<file path="src/rtl/prog_clock_divider.sv">
// Runtime-programmable clock divider with duty-cycle control and a period-start strobe.
// New divisor/high-time settings are staged in shadow registers and applied only at a period boundary.
module prog_clock_divider #(
    parameter int WIDTH        = 8,
    parameter int DEFAULT_DIV  = 16,
    parameter int DEFAULT_HIGH = 8
) (
    input  logic             clk,
    input  logic             rst,
    input  logic             en,
    input  logic             load,
    input  logic [WIDTH-1:0] div_in,
    input  logic [WIDTH-1:0] high_in,
    output logic             out,
    output logic             tick,
    output logic [WIDTH-1:0] count,
    output logic             pending
);

    typedef enum logic {IDLE = 1'b0, RUN = 1'b1} state_t;

    state_t           state;
    state_t           state_n;
    logic             running;
    logic             wrap;
    logic             apply;
    logic [WIDTH-1:0] div_r;
    logic [WIDTH-1:0] high_r;
    logic [WIDTH-1:0] sdiv;
    logic [WIDTH-1:0] shigh;
    logic [WIDTH-1:0] ld_div;
    logic [WIDTH-1:0] ld_high;
    logic [WIDTH-1:0] div_n;
    logic [WIDTH-1:0] high_n;
    logic [WIDTH-1:0] count_n;

    function automatic logic [WIDTH-1:0] clamp_div(input logic [WIDTH-1:0] d);
        return (d < WIDTH'(2)) ? WIDTH'(2) : d;
    endfunction

    function automatic logic [WIDTH-1:0] clamp_high(input logic [WIDTH-1:0] h,
                                                    input logic [WIDTH-1:0] d);
        return (h > d) ? d : h;
    endfunction

    // Any non-running edge, or the last cycle of a period, is a safe point to swap settings.
    always_comb begin
        ld_div  = clamp_div(div_in);
        ld_high = clamp_high(high_in, ld_div);
        running = (state == RUN);
        wrap    = running && (count == div_r - WIDTH'(1));
        apply   = !en || !running || wrap;

        div_n  = div_r;
        high_n = high_r;
        if (apply) begin
            if (load) begin
                div_n  = ld_div;
                high_n = ld_high;
            end else if (pending) begin
                div_n  = sdiv;
                high_n = shigh;
            end
        end

        count_n = (en && running && !wrap) ? count + WIDTH'(1) : '0;
        state_n = en ? RUN : IDLE;
    end

    // out/tick are registered from next-cycle values so they never decode glitches.
    always_ff @(posedge clk or posedge rst) begin
        if (rst) begin
            state   <= IDLE;
            count   <= '0;
            out     <= 1'b0;
            tick    <= 1'b0;
            pending <= 1'b0;
            div_r   <= WIDTH'(DEFAULT_DIV);
            high_r  <= WIDTH'(DEFAULT_HIGH);
            sdiv    <= WIDTH'(DEFAULT_DIV);
            shigh   <= WIDTH'(DEFAULT_HIGH);
        end else begin
            state  <= state_n;
            count  <= count_n;
            div_r  <= div_n;
            high_r <= high_n;
            out    <= en && (count_n < high_n);
            tick   <= en && (count_n == '0);
            if (load) begin
                sdiv  <= ld_div;
                shigh <= ld_high;
            end
            if (apply)
                pending <= 1'b0;
            else if (load)
                pending <= 1'b1;
        end
    end

endmodule

</file>
<file path="config.mk">
export PLATFORM = sky130hd
export DESIGN_NAME = prog_clock_divider
export DESIGN_NICKNAME = d
export VERILOG_FILES = /design/src/rtl/prog_clock_divider.sv
export SDC_FILE = /design/constraint.sdc
export NUM_CORES = 1
export LEC_CHECK = 0
export BUFFER_PORTS_ARGS = -buffer_cell sky130_fd_sc_hd__buf_2
export CORE_MARGIN = 10
export CORE_UTILIZATION = 53
export DETAILED_ROUTE_END_ITERATION = 6
export MAX_ROUTING_LAYER = met4
export PLACE_DENSITY_LB_ADDON = 0.08
export SYNTH_ARGS = -nofsm -noshare
export SYNTH_HDL_FRONTEND = slang
export SYNTH_SLANG_ARGS = --single-unit
</file>
<file path="constraint.sdc">
create_clock -name clk -period 5.85 [get_ports clk]
set_input_delay 1.17 -clock clk [delete_from_list [all_inputs] [get_ports clk]]
set_output_delay 1.17 -clock clk [all_outputs]
set_load 0.005 [all_outputs]
</file>
[Yosys cells after proc, flatten, opt, wreduce, memory -nomap -nowiden]
Index checks and enable logic that the tools add are counted.
Word-level totals
  bits in registers: 44
  input port bits: 20
  output and inout port bits: 11
  logic and storage cells: 40
Operators by class
  add/sub/neg operators: 2
  magnitude comparators: 3
  equality and inequality tests: 1
  mux-type cells: 11
  reductions and logical operators: 14
Operator list (number)
  $mux W8: 8
  $add A8 B1 Y8 const B: 1
  $eq A8 B8 Y1: 1
  $gt A8 B8 Y1: 1
  $logic_not A8 Y1: 1
  $lt A8 B2 Y1 const B: 1
  $lt A8 B8 Y1: 1
  $sub A8 B1 Y8 const B: 1
  $logic_and A1 B1 Y1: 5
  $reduce_bool A2 Y1: 2
  $logic_not A1 Y1: 3
  $mux W1: 3
  $logic_or A1 B1 Y1: 2
  $reduce_and A2 Y1: 1

[Logic depth before layout (Yosys ltp)]
  depth after elaboration: 8
  mapped depth: 19
  gate-level depth less buffers: 18

[Worst setup path before layout]
OpenSTA, ideal clock, no wires.
  kind: input-to-reg
  start: input port div_in[6]
  end: register out
  library setup time: 0.094 ns
  arrival: 4.266 ns
  required time: 5.756 ns
  slack: 1.490 ns
  stages on the path: 14
  buffers on the path: 0
  path through: nor4_1 -> a31oi_1 -> ha_1 -> nand2b_1 -> a21oi_1 -> o31ai_1 -> a21oi_1 -> mux2_2 -> a221oi_1 -> ha_1 -> a211oi_1 -> o211ai_1 -> o2bb2ai_1 -> a211oi_1
On the way
  longest elaborated chain between the ends: 8
Ends and longest elaborated chain
  start: declaration: line 12  | input logic [WIDTH-1:0] div_in,
  $lt A8 B2 Y1: line 38  | return (d < WIDTH'(2)) ? WIDTH'(2) : d;
  $mux W8 *: line 38
  $gt A8 B8 Y1: line 43  | return (h > d) ? d : h;
  $mux W8 *: line 43
  $mux W8 *: line 57  | if (load) begin
  $mux W8 *: line 56  | if (apply) begin
  $lt A8 B8 Y1 *: line 87  | out <= en && (count_n < high_n);
  $logic_and A1 B1 Y1 *: line 87
  end signal: assignment: line 87
  end: declaration: line 14  | output logic out,
Every way passes the cells marked *; elsewhere a longest branch is shown, timed or not.
A chain may end at the register's enable or synchronous reset.

[Worst setup path in the final report]
Ends and elaborated chain as after synthesis.

==> impl_metrics.json <==
{
  "cts_made_buffers": 5,
  "grt_pass1_vias": 2152,
  "whs_ns": 0.493,
  "critPathCaptureType": "register",
  "fp.dieW_um": 92.6,
  "path_max_fanout": 8,
  "vias": 2168,
  "syn_to_final_growth_pct": 10.8,
  "synthArstFlopShare_pct": 100,
  "grt_max_degree": 45,
  "nNetsFinal": 345,
  "grt_usage_pct": 15.8,
  "power_density_nw_per_um2": 291,
  "r2r_start": "div_r[0]",
  "power_leakage_nw": 1.39,
  "worstPathArrival_ns": 4.92,
  "grt_setup_unrepaired": "false",
  "fin_area_um2": 3100,
  "portBuffers": 30,
  "synth_top_area_share_pct": 35.8,
  "drv_slew": 0,
  "fin_crit_sh_pct": 80.6,
  "clock_sinks": 44,
  "remaining_drc_errors": 0,
  "syn_nets": 319,
  "ys_warn_count": 0,
  "die_height_um": 92.6,
  "cp-start-kind": "input pin",
  "clock_path_buffers": 2,
  "synth_xor_area_share_pct": 4.34,
  "synthAdderAreaFrac_pct": 7.61,
  "drive_above_1_share_pct": 22.3,
  "drtAntennaViolNets": 0,
  "pin_count": 31,
  "yosys_register_bits": 44,
  "yosys-top-cells-area": "dfrtp_1 36%, ha_1 7.6%, mux2_2 6.0%, nor2_1 6.0%, dfstp_2 3.8%",
  "yosysTopAreaCell": "dfrtp_1",
  "worst_r2r_endpoint": "out",
  "timing.final.hold_violations": 0,
  "antenna_cells": 0,
  "place_area_um2": 2980,
  "finClkSkew_ns": 0.00618,
  "clkTransAtPathRegs_ns": 0.09,
  "synth_compound_area_share_pct": 17.3,
  "endpoint": "out",
  "critical_path_required_ns": 6.05,
  "synth_top_family_by_area": "simple AND/OR/NAND/NOR gates",
  "grt_overflow": 0,
  "start_util_pct": 54.8,
  "setup_tns_ns": 0,
  "synth_cell_types": 59,
  "maxSlewHeadroom_pct": 30.1,
  "crit_type": "input pin to register",
  "clkLatencyLatePin_ns": 0.30,
  "synth_area_um2": 2800,
  "cts_tree": "yes",
  "crit_path_start": "div_in[6]",
  "cts-htree-levels": 2,
  "min_path_type": "register to register",
  "worstMarginPinSlew_ns": 1.04,
  "synth-simple-area-share_pct": 17.7,
  "rows": 26,
  "r2r_slack_ns": 1.57,
  "wire_per_inst_um": 16.7,
  "synth_area_per_cell_um2": 9.92,
  "grt_first_pass_wirelength_mm": 10.5,
  "detail_route.wirelength_mm": 6.31,
  "finalPower_mw": 0.901,
  "fillerInstances": 452,
  "holdBufCountCts": 0,
  "core_um2": 5110,
  "post_cts_resized": 0,
  "peakVddDrop_v": 0.000209,
  "synth_top_flop_cell": "dfrtp_1",
  "fmax_mhz": 212,
  "status": "complete, no violations",
  "gp_congestion": 0.971,
  "setup_violations": 0,
  "fp.dieArea_um2": 8580,
  "first_iter_violations": 85,
  "synth_edf_count": 0,
  "antenna_found_initial": 0,
  "r2r_cells": 17,
  "pre_cts_ws_ns": 0.840,
  "dr.pass1.iters": 4,
  "final.setup.worst_slack_ns": 1.14,
  "cts_root_buf": "clkbuf_8",
  "synth_cells": 282,
  "cap_violations": 0,
  "min_period_ns": 4.71,
  "post-dp-hpwl_mm": 4.80,
  "ys_seq_area_share_pct": 39.6,
  "cts_setup_buffers": 0,
  "synth.mux.area_fraction_pct": 9.22,
  "viasPerCell": 5.72
}
==> critical path, stage by stage <==
cell and delay (ns):
buf_2 0.12, nor4_1 0.40, a31oi_1 0.21, ha_1 0.34, nand2b_1 0.06, a21oi_1 0.13
o31ai_1 0.07, a21oi_1 0.60, mux2_2 0.45, a221oi_1 0.38, ha_1 0.31, a21oi_1 0.16
nor2b_1 0.06, o21ai_0 0.14, nand3b_1 0.10, a211oi_1 0.20
==> cells by family (layout without fill, tap and decap cells) <==
group	count (synthesis)	in the layout
xor gates and xnor gates	13	13
AOI/OAI and AO/OA	62	62
DFF	44	44
and+or+nand+nor	95	95
adders and majority gates	17	17
buffers and inverters	28	55
muxes	23	23
==> layout make-up <==
cell class                 count  area [µm²]  share of cell area [%]
clock buffer                   5        68.8                    2.22
clock inverter                 3        46.3                    1.49
inverter                      16        60.1                    1.94
multi-input combinational    210        1570                    50.7
sequential                    44        1110                    35.7
tap                           70        87.6                    2.83
timing repair buffer          31         158                    5.09
==> stage by stage <==
| stage | std cells | utilization (%) |
|---|---|---|
| 3_3_place_gp | 371 | 58.4 |
| 5_1_grt | 379 | 60.7 |
| 6_report | 379 | 60.7 |
| 2_1_floorplan | 282 | - |
| 3_5_place_dp | 371 | 58.4 |
| 4_1_cts | 379 | 60.7 |
==> layout by cell type, fill, tap and decap left out, drive strengths merged, types with 2 or more instances in the layout <==
cell type,instances
nor2,47
dfrtp,40
buf,31
mux2,22
ha,17
inv,16
a21oi,9
xnor2,9
nor2b,9
nand3,8
o21ai,8
a41oi,7
nand2,7
a221o,6
a221oi,6
nor3,6
clkbuf,5
a31oi,4
and3,4
dfstp,4
xor2,4
a211oi,3
a21boi,2
nand2b,2
o31ai,2
a311oi,2
or3,2
and2,2
o211ai,2
nor4,2
==> where the power goes <==
part / leakage, nW / internal, mW / switching, mW
Combinational: 0.812 / 0.123 / 0.139
Clock: 0.0548 / 0.129 / 0.111
Sequential: 0.527 / 0.354 / 0.0461
Total: 1.39 / 0.606 / 0.295
==> synth_stat cells (all sizes together), types with 2 or more instances <==
library cell   n
nor2          47
dfrtp         40
mux2          22
ha            17
inv           16
a21oi          9
nor2b          9
xnor2          9
nand3          8
o21ai          8
a41oi          7
buf            7
nand2          7
a221o          6
a221oi         6
nor3           6
clkbuf         5
a31oi          4
and3           4
dfstp          4
xor2           4
a211oi         3
a21boi         2
a311oi         2
and2           2
nand2b         2
nor4           2
o211ai         2
o31ai          2
or3            2
==> layer usage <==
layer | up-vias | GRT usage (%) | wire, µm
li1 | 1079 | - | -
met1 | 1040 | 19.9 | 2990
met2 | 45 | 25.5 | 3010
met3 | 4 | 3.15 | 271
met4 | 0 | 3.47 | 43
met5 | - | - | 0
==> how the worst min path moves through the flow <==
stage / from / endpoint / slack, ns / cells past startpoint
2_1_floorplan: sdiv[2] / sdiv[2] / 0.47 / 1
3_3_place_gp: shigh[3] / shigh[3] / 0.48 / 2
3_5_place_dp: shigh[3] / shigh[3] / 0.48 / 2
4_1_cts: shigh[3] / shigh[3] / 0.49 / 2
5_1_grt: sdiv[7] / sdiv[7] / 0.53 / 1
6_report: shigh[3] / shigh[3] / 0.49 / 2
==> flip-flops by register name (all words and copies together) (netlist names) <==
name / flops
count: 8
div_r: 8
high_r: 8
sdiv: 8
shigh: 8
out: 1
pending: 1
running: 1
tick: 1
No activity file was read; power rests on OpenSTA's default activity.
